`config.mk`:
```
export PLATFORM = sky130hd
export DESIGN_NAME = neopixel_multi_driver
export DESIGN_NICKNAME = d
export VERILOG_FILES = /design/src/rtl/neopixel_pkg.sv /design/src/rtl/neopixel_pixel_ram.sv /design/src/rtl/neopixel_multi_driver.sv
export SDC_FILE = /design/constraint.sdc
export NUM_CORES = 2
export LEC_CHECK = 0
export ABC_CLOCK_PERIOD_IN_PS = 8600
export BUFFER_PORTS_ARGS = -buffer_cell sky130_fd_sc_hd__buf_2
export CAP_MARGIN = 20
export CORE_UTILIZATION = 35
export CTS_BUF_LIST = sky130_fd_sc_hd__clkbuf_4 sky130_fd_sc_hd__clkbuf_8
export DETAILED_ROUTE_END_ITERATION = 8
export GPL_ROUTABILITY_DRIVEN = 0
export PLACE_DENSITY = 0.58
export SETUP_SLACK_MARGIN = 0.15
export SLEW_MARGIN = 20
export SYNTH_ARGS = -nofsm -noshare
export SYNTH_HDL_FRONTEND = slang
export SYNTH_HIERARCHICAL = 1
export SYNTH_SLANG_ARGS = --single-unit
```
`constraint.sdc`:
```
create_clock -name PCLK -period 8.6 [get_ports PCLK]
set_clock_uncertainty 0.2 [all_clocks]
set_input_delay 0.43 -clock PCLK [delete_from_list [all_inputs] [get_ports PCLK]]
set_output_delay 0.43 -clock PCLK [all_outputs]
set_load 0.03 [all_outputs]
```
`src/rtl/neopixel_pkg.sv`:
```
// Shared definitions for the NeoPixel multi-string driver: register map, field positions,
// FSM encoding and default timing.
package neopixel_pkg;

    localparam logic [11:0] AddrCtrl      = 12'h000;
    localparam logic [11:0] AddrStatus    = 12'h004;
    localparam logic [11:0] AddrPixelBase = 12'h100;

    localparam int unsigned CtrlStartBit = 0;
    localparam int unsigned CtrlAutoBit  = 1;
    localparam int unsigned CtrlLenLsb   = 8;

    localparam int unsigned DefNumCh   = 4;
    localparam int unsigned DefNumLeds = 30;
    localparam int unsigned DefTBit    = 120;
    localparam int unsigned DefT0H     = 35;
    localparam int unsigned DefT1H     = 65;
    localparam int unsigned DefTReset  = 30000;

    typedef enum logic [1:0] {
        StIdle,
        StSend,
        StLatch
    } state_e;

    // Index of the final pixel of a frame; LEN beyond the string length is clamped.
    function automatic logic [7:0] last_pixel(input logic [7:0] len, input int unsigned num_leds);
        if (32'(len) > num_leds) begin
            return 8'(num_leds - 1);
        end
        return len - 8'd1;
    endfunction

endpackage

```
`src/rtl/neopixel_pixel_ram.sv`:
```
// Per-string pixel memory: one write port from the bus, one registered read port for the
// frame sequencer. Contents are deliberately not reset.
module neopixel_pixel_ram #(
    parameter int unsigned NUM_LEDS = 30,
    parameter int unsigned AddrW    = 5
) (
    input  logic             clk_i,
    input  logic             we_i,
    input  logic [AddrW-1:0] waddr_i,
    input  logic [23:0]      wdata_i,
    input  logic [AddrW-1:0] raddr_i,
    output logic [23:0]      rdata_o
);

    logic [23:0] mem_q [NUM_LEDS];
    logic [23:0] rdata_q;

    always_ff @(posedge clk_i) begin
        if (we_i) begin
            mem_q[waddr_i] <= wdata_i;
        end
        // Write-through so a colour written in the fetch cycle is not lost.
        if (we_i && (waddr_i == raddr_i)) begin
            rdata_q <= wdata_i;
        end else begin
            rdata_q <= mem_q[raddr_i];
        end
    end

    assign rdata_o = rdata_q;

endmodule

```
`src/rtl/neopixel_multi_driver.sv`:
```
// APB3 peripheral driving NUM_CH WS2812-style strings in lockstep from per-string pixel
// memories; holds bus decode, frame FSM, shared counters and bit encoders.
module neopixel_multi_driver
    import neopixel_pkg::*;
#(
    parameter int unsigned NUM_CH   = DefNumCh,
    parameter int unsigned NUM_LEDS = DefNumLeds,
    parameter int unsigned T_BIT    = DefTBit,
    parameter int unsigned T0H      = DefT0H,
    parameter int unsigned T1H      = DefT1H,
    parameter int unsigned T_RESET  = DefTReset
) (
    input  logic              PCLK,
    input  logic              PRESET,
    input  logic              PSEL,
    input  logic              PENABLE,
    input  logic              PWRITE,
    input  logic [31:0]       PADDR,
    input  logic [31:0]       PWDATA,
    output logic [31:0]       PRDATA,
    output logic              PREADY,
    output logic              PSLVERR,
    output logic [NUM_CH-1:0] dout
);

    localparam int unsigned AddrW  = (NUM_LEDS > 1) ? $clog2(NUM_LEDS) : 1;
    localparam int unsigned CntMax = (T_BIT > T_RESET) ? T_BIT : T_RESET;
    localparam int unsigned CntW   = $clog2(CntMax + 1);

    logic       access, ctrl_wr, pix_win, pix_ok, pix_we;
    logic [5:0] pix_ch;
    logic [7:0] pix_idx;
    logic       unused_addr;

    assign access  = PSEL & PENABLE;
    assign ctrl_wr = access & PWRITE & (PADDR[11:0] == AddrCtrl);
    assign pix_win = (PADDR[11:8] == AddrPixelBase[11:8]);
    assign pix_ch  = PADDR[7:2];
    assign pix_idx = PWDATA[31:24];
    assign pix_ok  = (32'(pix_ch) < NUM_CH) && (32'(pix_idx) < NUM_LEDS);
    assign pix_we  = access & PWRITE & pix_win & pix_ok;
    assign PSLVERR = access & PWRITE & pix_win & ~pix_ok;
    assign PREADY  = 1'b1;
    assign unused_addr = ^{PADDR[31:12], PADDR[1:0]};

    state_e                  state_q, state_d;
    logic                    auto_q, auto_d;
    logic [7:0]              len_q, len_d;
    logic [7:0]              last_q, last_d;
    logic [7:0]              pixel_q, pixel_d;
    logic [4:0]              bit_q, bit_d;
    logic [CntW-1:0]         cnt_q, cnt_d;
    logic [15:0]             frame_cnt_q, frame_cnt_d;
    logic [NUM_CH-1:0][23:0] word_q, word_d;
    logic [NUM_CH-1:0][23:0] rdata;
    logic [NUM_CH-1:0]       dout_q, dout_d;
    logic [AddrW-1:0]        raddr;
    logic                    start;
    logic [7:0]              start_len;

    // Prefetch the next pixel while the current one shifts out; park on pixel 0 otherwise.
    assign raddr = (state_q == StSend && pixel_q != last_q) ? AddrW'(pixel_q + 8'd1) : '0;

    for (genvar c = 0; c < NUM_CH; c++) begin : g_ram
        neopixel_pixel_ram #(
            .NUM_LEDS (NUM_LEDS),
            .AddrW    (AddrW)
        ) u_ram (
            .clk_i   (PCLK),
            .we_i    (pix_we && (pix_ch == 6'(c))),
            .waddr_i (pix_idx[AddrW-1:0]),
            .wdata_i (PWDATA[23:0]),
            .raddr_i (raddr),
            .rdata_o (rdata[c])
        );
    end

    always_comb begin
        state_d     = state_q;
        auto_d      = auto_q;
        len_d       = len_q;
        last_d      = last_q;
        pixel_d     = pixel_q;
        bit_d       = bit_q;
        cnt_d       = cnt_q;
        frame_cnt_d = frame_cnt_q;
        word_d      = word_q;
        dout_d      = '0;
        start       = 1'b0;
        start_len   = 8'd0;

        if (ctrl_wr) begin
            auto_d = PWDATA[CtrlAutoBit];
            len_d  = PWDATA[CtrlLenLsb +: 8];
        end
        if (ctrl_wr && PWDATA[CtrlStartBit] && (PWDATA[CtrlLenLsb +: 8] != 8'd0)) begin
            start     = 1'b1;
            start_len = PWDATA[CtrlLenLsb +: 8];
        end else if (auto_q && (len_q != 8'd0)) begin
            start     = 1'b1;
            start_len = len_q;
        end

        unique case (state_q)
            StIdle: begin
                if (start) begin
                    state_d = StSend;
                    pixel_d = 8'd0;
                    bit_d   = 5'd23;
                    cnt_d   = '0;
                    last_d  = last_pixel(start_len, NUM_LEDS);
                    word_d  = rdata;
                end
            end
            StSend: begin
                if (cnt_q == CntW'(T_BIT - 1)) begin
                    cnt_d = '0;
                    if (bit_q != 5'd0) begin
                        bit_d = bit_q - 5'd1;
                    end else if (pixel_q == last_q) begin
                        state_d = StLatch;
                    end else begin
                        pixel_d = pixel_q + 8'd1;
                        bit_d   = 5'd23;
                        word_d  = rdata;
                    end
                end else begin
                    cnt_d = cnt_q + CntW'(1);
                end
            end
            StLatch: begin
                if (cnt_q == CntW'(T_RESET - 1)) begin
                    state_d     = StIdle;
                    cnt_d       = '0;
                    pixel_d     = 8'd0;
                    frame_cnt_d = frame_cnt_q + 16'd1;
                end else begin
                    cnt_d = cnt_q + CntW'(1);
                end
            end
            default: state_d = StIdle;
        endcase

        // dout is registered from next-state values so the pins stay glitch-free.
        for (int unsigned c = 0; c < NUM_CH; c++) begin
            dout_d[c] = (state_d == StSend) &&
                        (cnt_d < (word_d[c][bit_d] ? CntW'(T1H) : CntW'(T0H)));
        end
    end

    always_ff @(posedge PCLK) begin
        if (PRESET) begin
            state_q     <= StIdle;
            auto_q      <= 1'b0;
            len_q       <= 8'd0;
            last_q      <= 8'd0;
            pixel_q     <= 8'd0;
            bit_q       <= 5'd0;
            cnt_q       <= '0;
            frame_cnt_q <= 16'd0;
            word_q      <= '0;
            dout_q      <= '0;
        end else begin
            state_q     <= state_d;
            auto_q      <= auto_d;
            len_q       <= len_d;
            last_q      <= last_d;
            pixel_q     <= pixel_d;
            bit_q       <= bit_d;
            cnt_q       <= cnt_d;
            frame_cnt_q <= frame_cnt_d;
            word_q      <= word_d;
            dout_q      <= dout_d;
        end
    end

    assign dout = dout_q;

    always_comb begin
        PRDATA = '0;
        if (access && !PWRITE) begin
            case (PADDR[11:0])
                AddrCtrl:   PRDATA = {16'd0, len_q, 6'd0, auto_q, 1'b0};
                AddrStatus: PRDATA = {frame_cnt_q, pixel_q, 7'd0, state_q != StIdle};
                default:    PRDATA = '0;
            endcase
        end
    end

endmodule
```
=== After elaboration in Yosys (flattened, before gate mapping) ===
Memories as Yosys holds them, arrays and structs flattened. A register that Yosys moved wholly into a read port is not among the register bits.
Index checks and enable logic that the tools add are counted.

* Flip-flop bits (word level): 163
* RAM bits: 2,880
* Bits of input ports: 69
* Output and inout port bits: 38
* Logic and storage cells: 138
* Memories: 4

* Add/subtract/negate cells: 5
* Magnitude comparators: 8
* Equal/unequal tests: 17
* Mux-type cells: 58
* Bitwise operators: 7
* Reductions and logical operators: 26

{| class="wikitable"
|+ Memory list
! name !! depth !! width !! read ports !! clocked after Yosys merged registers in !! write ports !! line !! text
|-
| g_ram[0].u_ram.mem_q || 30 || 24 || 1 || 1 || 1 || neopixel_pixel_ram.sv:15 || <nowiki>logic [23:0] mem_q [NUM_LEDS];</nowiki>
|-
| g_ram[1].u_ram.mem_q || 30 || 24 || 1 || 1 || 1 || neopixel_pixel_ram.sv:15 ||
|-
| g_ram[2].u_ram.mem_q || 30 || 24 || 1 || 1 || 1 || neopixel_pixel_ram.sv:15 ||
|-
| g_ram[3].u_ram.mem_q || 30 || 24 || 1 || 1 || 1 || neopixel_pixel_ram.sv:15 ||
|}

{| class="wikitable"
|+ Operator list
! cell !! number
|-
| $mux 96 || 4
|-
| $pmux 96 s2 || 1
|-
| $mux 8 || 9
|-
| $pmux 32 s2 || 1
|-
| $lt 15x7->1 || 4
|-
| $mux 15 || 3
|-
| $pmux 15 s3 || 1
|-
| $mux 32 || 1
|-
| $mux 7 || 4
|-
| $mux 5 || 5
|-
| $pmux 8 s3 || 1
|-
| $bmux 1 s5 || 4
|-
| $mux 1 || 17
|-
| $add 16x1->16 const B || 1
|-
| $reduce_bool 8->1 || 2
|-
| $add 15x1->15 const B || 1
|-
| $eq 15x15->1 const B || 1
|-
| $eq 15x7->1 const B || 1
|-
| $logic_and 1x1->1 || 14
|-
| $eq 12x3->1 const B || 1
|-
| $eq 6x2->1 const B || 2
|-
| $logic_not 12->1 || 1
|-
| $mux 2 || 5
|-
| $pmux 5 s2 || 1
|-
| 26 further kinds || 36
|}

=== Longest topological paths before layout ===
* Word-level depth: 13
* Gate-level depth with buffers: 21
* Mapped depth without buffers: 16

=== Modules after synthesis ===
Netlist, hierarchy kept.

{| class="wikitable"
|+ Modules (own cells, without submodules)
! module !! instances !! cells an instance !! area each (um^2) !! sequential area each (um^2)
|-
| neopixel_pixel_ram at g_ram[1].u_ram ... || 3 || 1,351 || 28,162.0 || 21,720.8
|-
| neopixel_pixel_ram at g_ram[0].u_ram || 1 || 1,351 || 28,152.0 || 21,720.8
|-
| neopixel_multi_driver || 1 || 1,179 || 9,495.4 || 3,263.1
|}

=== Worst setup path after synthesis ===
Ideal clock, no wire load.

* Kind: input-to-reg
* Start point: input port PADDR[4]
* End point: memory g_ram[0].u_ram.mem_q[12][0] (enable)
* Setup time: 0.405 ns
* Data arrival time: 3.354 ns
* Path slack: 4.641 ns
* Cell stages on the path: 8
* Buffers on the path: 1
* Cells stage by stage: nor4_2 > nand2_1 > nor4_1 > nand4_1 > nor4_1 > or3b_2 > clkbuf_1 > nor2_1

* Cells in the longest elaborated chain, start to end: 6
* Elaborated cells on any way between the ends: 7
* Classes of those cells: order compare (1); mux (2); bitwise (1); reduce/logical (3)

{| class="wikitable"
|+ RTL lines
! element !! line !! text
|-
| from (decl) || neopixel_multi_driver.sv:18 || <nowiki>input logic [31:0] PADDR,</nowiki>
|-
| $lt 6x3->1 || neopixel_multi_driver.sv:40 || <nowiki>assign pix_ok = (32'(pix_ch) < NUM_CH) && (32'(pix_idx) < NUM_LEDS);</nowiki>
|-
| $logic_and 1x1->1 || neopixel_multi_driver.sv:40 ||
|-
| $and 1x1->1 || neopixel_multi_driver.sv:41 || <nowiki>assign pix_we = access & PWRITE & pix_win & pix_ok;</nowiki>
|-
| $logic_and 1x1->1 * || neopixel_multi_driver.sv:70 || <nowiki>.we_i (pix_we && (pix_ch == 6'(c))),</nowiki>
|-
| $mux 1 * || neopixel_pixel_ram.sv:19 || <nowiki>if (we_i) begin</nowiki>
|-
| $mux 1 (not written as such) * || neopixel_pixel_ram.sv:20 || <nowiki>mem_q[waddr_i] <= wdata_i;</nowiki>
|-
| to (decl) || neopixel_pixel_ram.sv:15 ||
|}

Every way passes the cells marked *; elsewhere a longest branch is shown, timed or not.

==> results by group <==
Outcome
  • Status: complete, no violations

Yosys
  • Synth cell types: 97
  • Flops & latches, synth: 3063
  • Netlist Area Pre-Place: 122000 um2
  • Number of enable flip-flop cells after synthesis: 2880
  • Register area share after synthesis: 73.8%
  • Dominant cells by area after synthesis: edfxtp_1 (71%), mux2i_1 (5.2%), mux4_2 (4.7%)
  • Post-synth top cells: edfxtp_1 (2880), mux2i_1 (636), nand2_1 (289), nor2_1 (289), mux4_2 (257)
  • Syn Inst Count: 6583
  • Cell taking the most area after synthesis: edfxtp_1
  • Total number of yosys warnings: 6
  • Mapped Avg Cell Area: 18.6 um2
  • Most frequent cell after synthesis: edfxtp_1
  • Fraction of registers with async set/reset: 0%
  • Synth Flop Type: edfxtp_1
  • Fraction of synthesized cell area taken by the top area cell type: 70.8%

Die
  • Die Wd: 593 um
  • Core Region: 347000 um2
  • I/O pin cnt: 107
  • Area of the die: 351000 um2
  • Cell row count: 216
  • Initial Util: 35.2%
  • Die height: 593 um

Place
  • Port Buffers: 79
  • DP HPWL: 189 mm
  • Placed inst area: 128000 um2
  • Place WS: 2820 ps

Layout
  • P&R area growth vs syn: 12.8%
  • Share of layout cells above drive strength 1: 22.0%
  • Post-route cell area: 138000 um2
  • FF/Latch Area: 90200 um2
  • Multi-input gate area: 30000 um2
  • Fillcell total: 31100
  • Nets@finish: 7100

Worst setup path
  • CP arrival: 6520 ps
  • CP Launch Type: register
  • Critical path endpoint: dout[2]
  • R2r setup slk: 2900 ps
  • Max FO, Critical Path: 31
  • Reg2reg end: dout[2]
  • Crit path cell chain: buf_4 > nor2b_1 > nand2b_1 > o22ai_1 > nor4_2 > nor2b_1 > mux2i_1 > a211oi_1 > a32oi_1 > mux2i_1 > a32oi_1 > o21ba_1 > ha_1 > a211o_1 > a21o_1 > a211oi_2
  • Crit Path Category: reg -> reg
  • Worst Reg-to-Reg Cells: 16
  • CP Capture Type: register
  • WP data required: 9420 ps
  • Crit path largest cell delay: 980 ps
  • Worst path slowest cell: dfxtp_2

Global route
  • Grt total ovfl: 0
  • Largest net degree at the start of global routing: 88
  • Global-route wire length before repair: 459 mm
  • Initial antenna violation count: 29
  • Vias in the first global route: 64900
  • Overall Global Routing Usage: 17.9%

Timing
  • Max Slew Vio Count: 0
  • Fin crit period: 5700 ps
  • Fin. Hold Viols: 0
  • Worst Tran Pin Value: 1150 ps
  • Fmax: 0.175 GHz
  • Fin crit share: 66.3%
  • Final worst slack: 2900 ps
  • Setup TNS: 0 ps
  • Slew headroom: 22.5%
  • Setup violators final: 0
  • Unrepaired setup endpoints after global routing: false

Clock network
  • Clock net sink count: 3063
  • CTS tree: done
  • Root Driver: clkbuf_8
  • CTS Buf Count: 484
  • Clock Tree Buf Depth: 4
  • Clk_lat worst skew: 1130 ps
  • H-tree depth: 5
  • Setup Fix Bufs, Post-CTS: 0
  • Clk slew on worst S/H paths: 60 ps

Routing
  • Average wire per standard cell: 26.7 um
  • ANT nets after route: 0
  • Detailed-route vias per instance: 5.38
  • Total iterations of the first detailed-routing run: 6
  • Drt initial violations: 6661
  • Detailed Route WL: 320 mm
  • Vias post-DR: 64500
  • Drt drc: 0

Worst hold path
  • Hold WC Path Type: in -> reg

Job
  • MaxCap Viol Count: 0

Power
  • Worst VDD drop: 0.152 mV
  • LEAKAGE: 41.5 nW
  • Sw Share: 20.8%
  • PD cells: 209 nW/um2
  • Logic pwr share: 1.3%
  • Clk pwr share: 42.2%
  • Internal power: 22.8 mW
  • Sequential power share: 56.5%
  • NetSw: 6.01 mW
==> through the flow <==
step / instances / util, % / hold slack [ps] / power [mW]
6_report: 12000 / 39.7 / 125 / 28.8
5_1_grt: 12000 / 39.7 / 89.6 / 29.7
4_1_cts: 12000 / 39.7 / 37.8 / 29.1
3_5_place_dp: 11100 / 36.9 / 244 / 17.0
3_3_place_gp: 11100 / 36.9 / 239 / 16.9
2_1_floorplan: 6588 / - / 227 / 16.6
==> worst min-delay path by stage <==
stage,start,end,depth (start not counted),slack (ps)
after floorplan,word_q[76],word_q[76],2,230
after CTS,PADDR[6],len_q[0],7,40
final,PADDR[6],len_q[0],7,120
after detailed placement,word_q[18],word_q[18],2,240
after global placement,word_q[43],word_q[43],2,240
after global routing,PADDR[6],len_q[0],7,90
==> kinds of logic (layout without fill, tap and decap cells) <==
group	after synthesis	after routing	synth area share, %
compound gates	784	784	4.47
simple gates	1169	1169	5.08
fa+ha+maj	19	19	0.195
flops	3063	3063	73.8
other cells	2	24	0.00615
mux	1142	1142	14.2
xor+xnor	33	33	0.237
buf+inv	371	1170	2.05
==> worst max-delay path, delay by kind of cell, from the launching register on <==
family	cells	cell delay (ps)
AOI/OAI and AO/OA	8	1820
adders and majority gates	1	280
buffers and inverters	1	560
DFF	1	980
muxes	2	280
and+or+nand+nor	4	1430
==> layer usage <==
metal	track usage, %	vias up	part of all wire, %
met5	0	-	0.013
met4	4.82	6	2.4
met3	3.26	452	7.1
met2	29.3	2350	48
met1	24.5	33900	42
li1	-	27800	-
==> sequential cells by signal, indices dropped and copies added, names as in the netlist, named ones only <==
name               cells
g_ram.u_ram/mem_q   2880
word_q                96
frame_cnt_q           16
cnt_q                 15
last_q                 8
len_q                  8
pixel_q                8
bit_q                  5
dout                   4
state_q                2
auto_q                 1
==> layout make-up <==
class	instances	share of cell area [%]
Sequential cell	3063	65.5
Multi-Input combinational cell	3154	21.8
Clock buffer	643	5.78
Tap cell	4578	4.16
Timing Repair Buffer	290	1.63
Clock inverter	218	1.09
Inverter	19	0.0518
Antenna cell	17	0.0309
==> repair_timing <==
action	in CTS	in global routing
endpoints found under the hold margin	1332	0
hold buffers	31	0
gates resized for setup	0	0
==> power by group through the flow <==
stage | Sequential (mW) | Combinational [mW] | Clock [mW]
final | 16.3 | 0.375 | 12.2
after global placement | 16.6 | 0.342 | 0
after floorplan | 16.6 | 0.0289 | 0
after global routing | 16.3 | 0.396 | 13.1
after detailed placement | 16.6 | 0.363 | 0
after CTS | 16.3 | 0.378 | 12.4
==> layout by cell type, fill, tap and decap left out, types with 31 or more instances in the layout <==
master and count:
a21boi_0 36, a21oi_1 180, a22oi_1 220, and2_1 34, buf_2 55, buf_4 191
clkbuf_4 141, clkbuf_8 502, clkinv_1 116, clkinv_2 55, dfxtp_1 166, dlygate4sd3_1 31
edfxtp_1 2880, mux2_2 91, mux2i_1 636, mux4_1 155, mux4_2 257, nand2_1 289
nand3_1 110, nand3b_1 57, nand4_1 53, nor2_1 168, nor2_2 87, nor2_4 38
nor2b_1 67, nor3_1 34, nor4_1 35, o21ai_0 31, o221ai_1 34, o22ai_1 132
(Power assumes the default switching activity.)
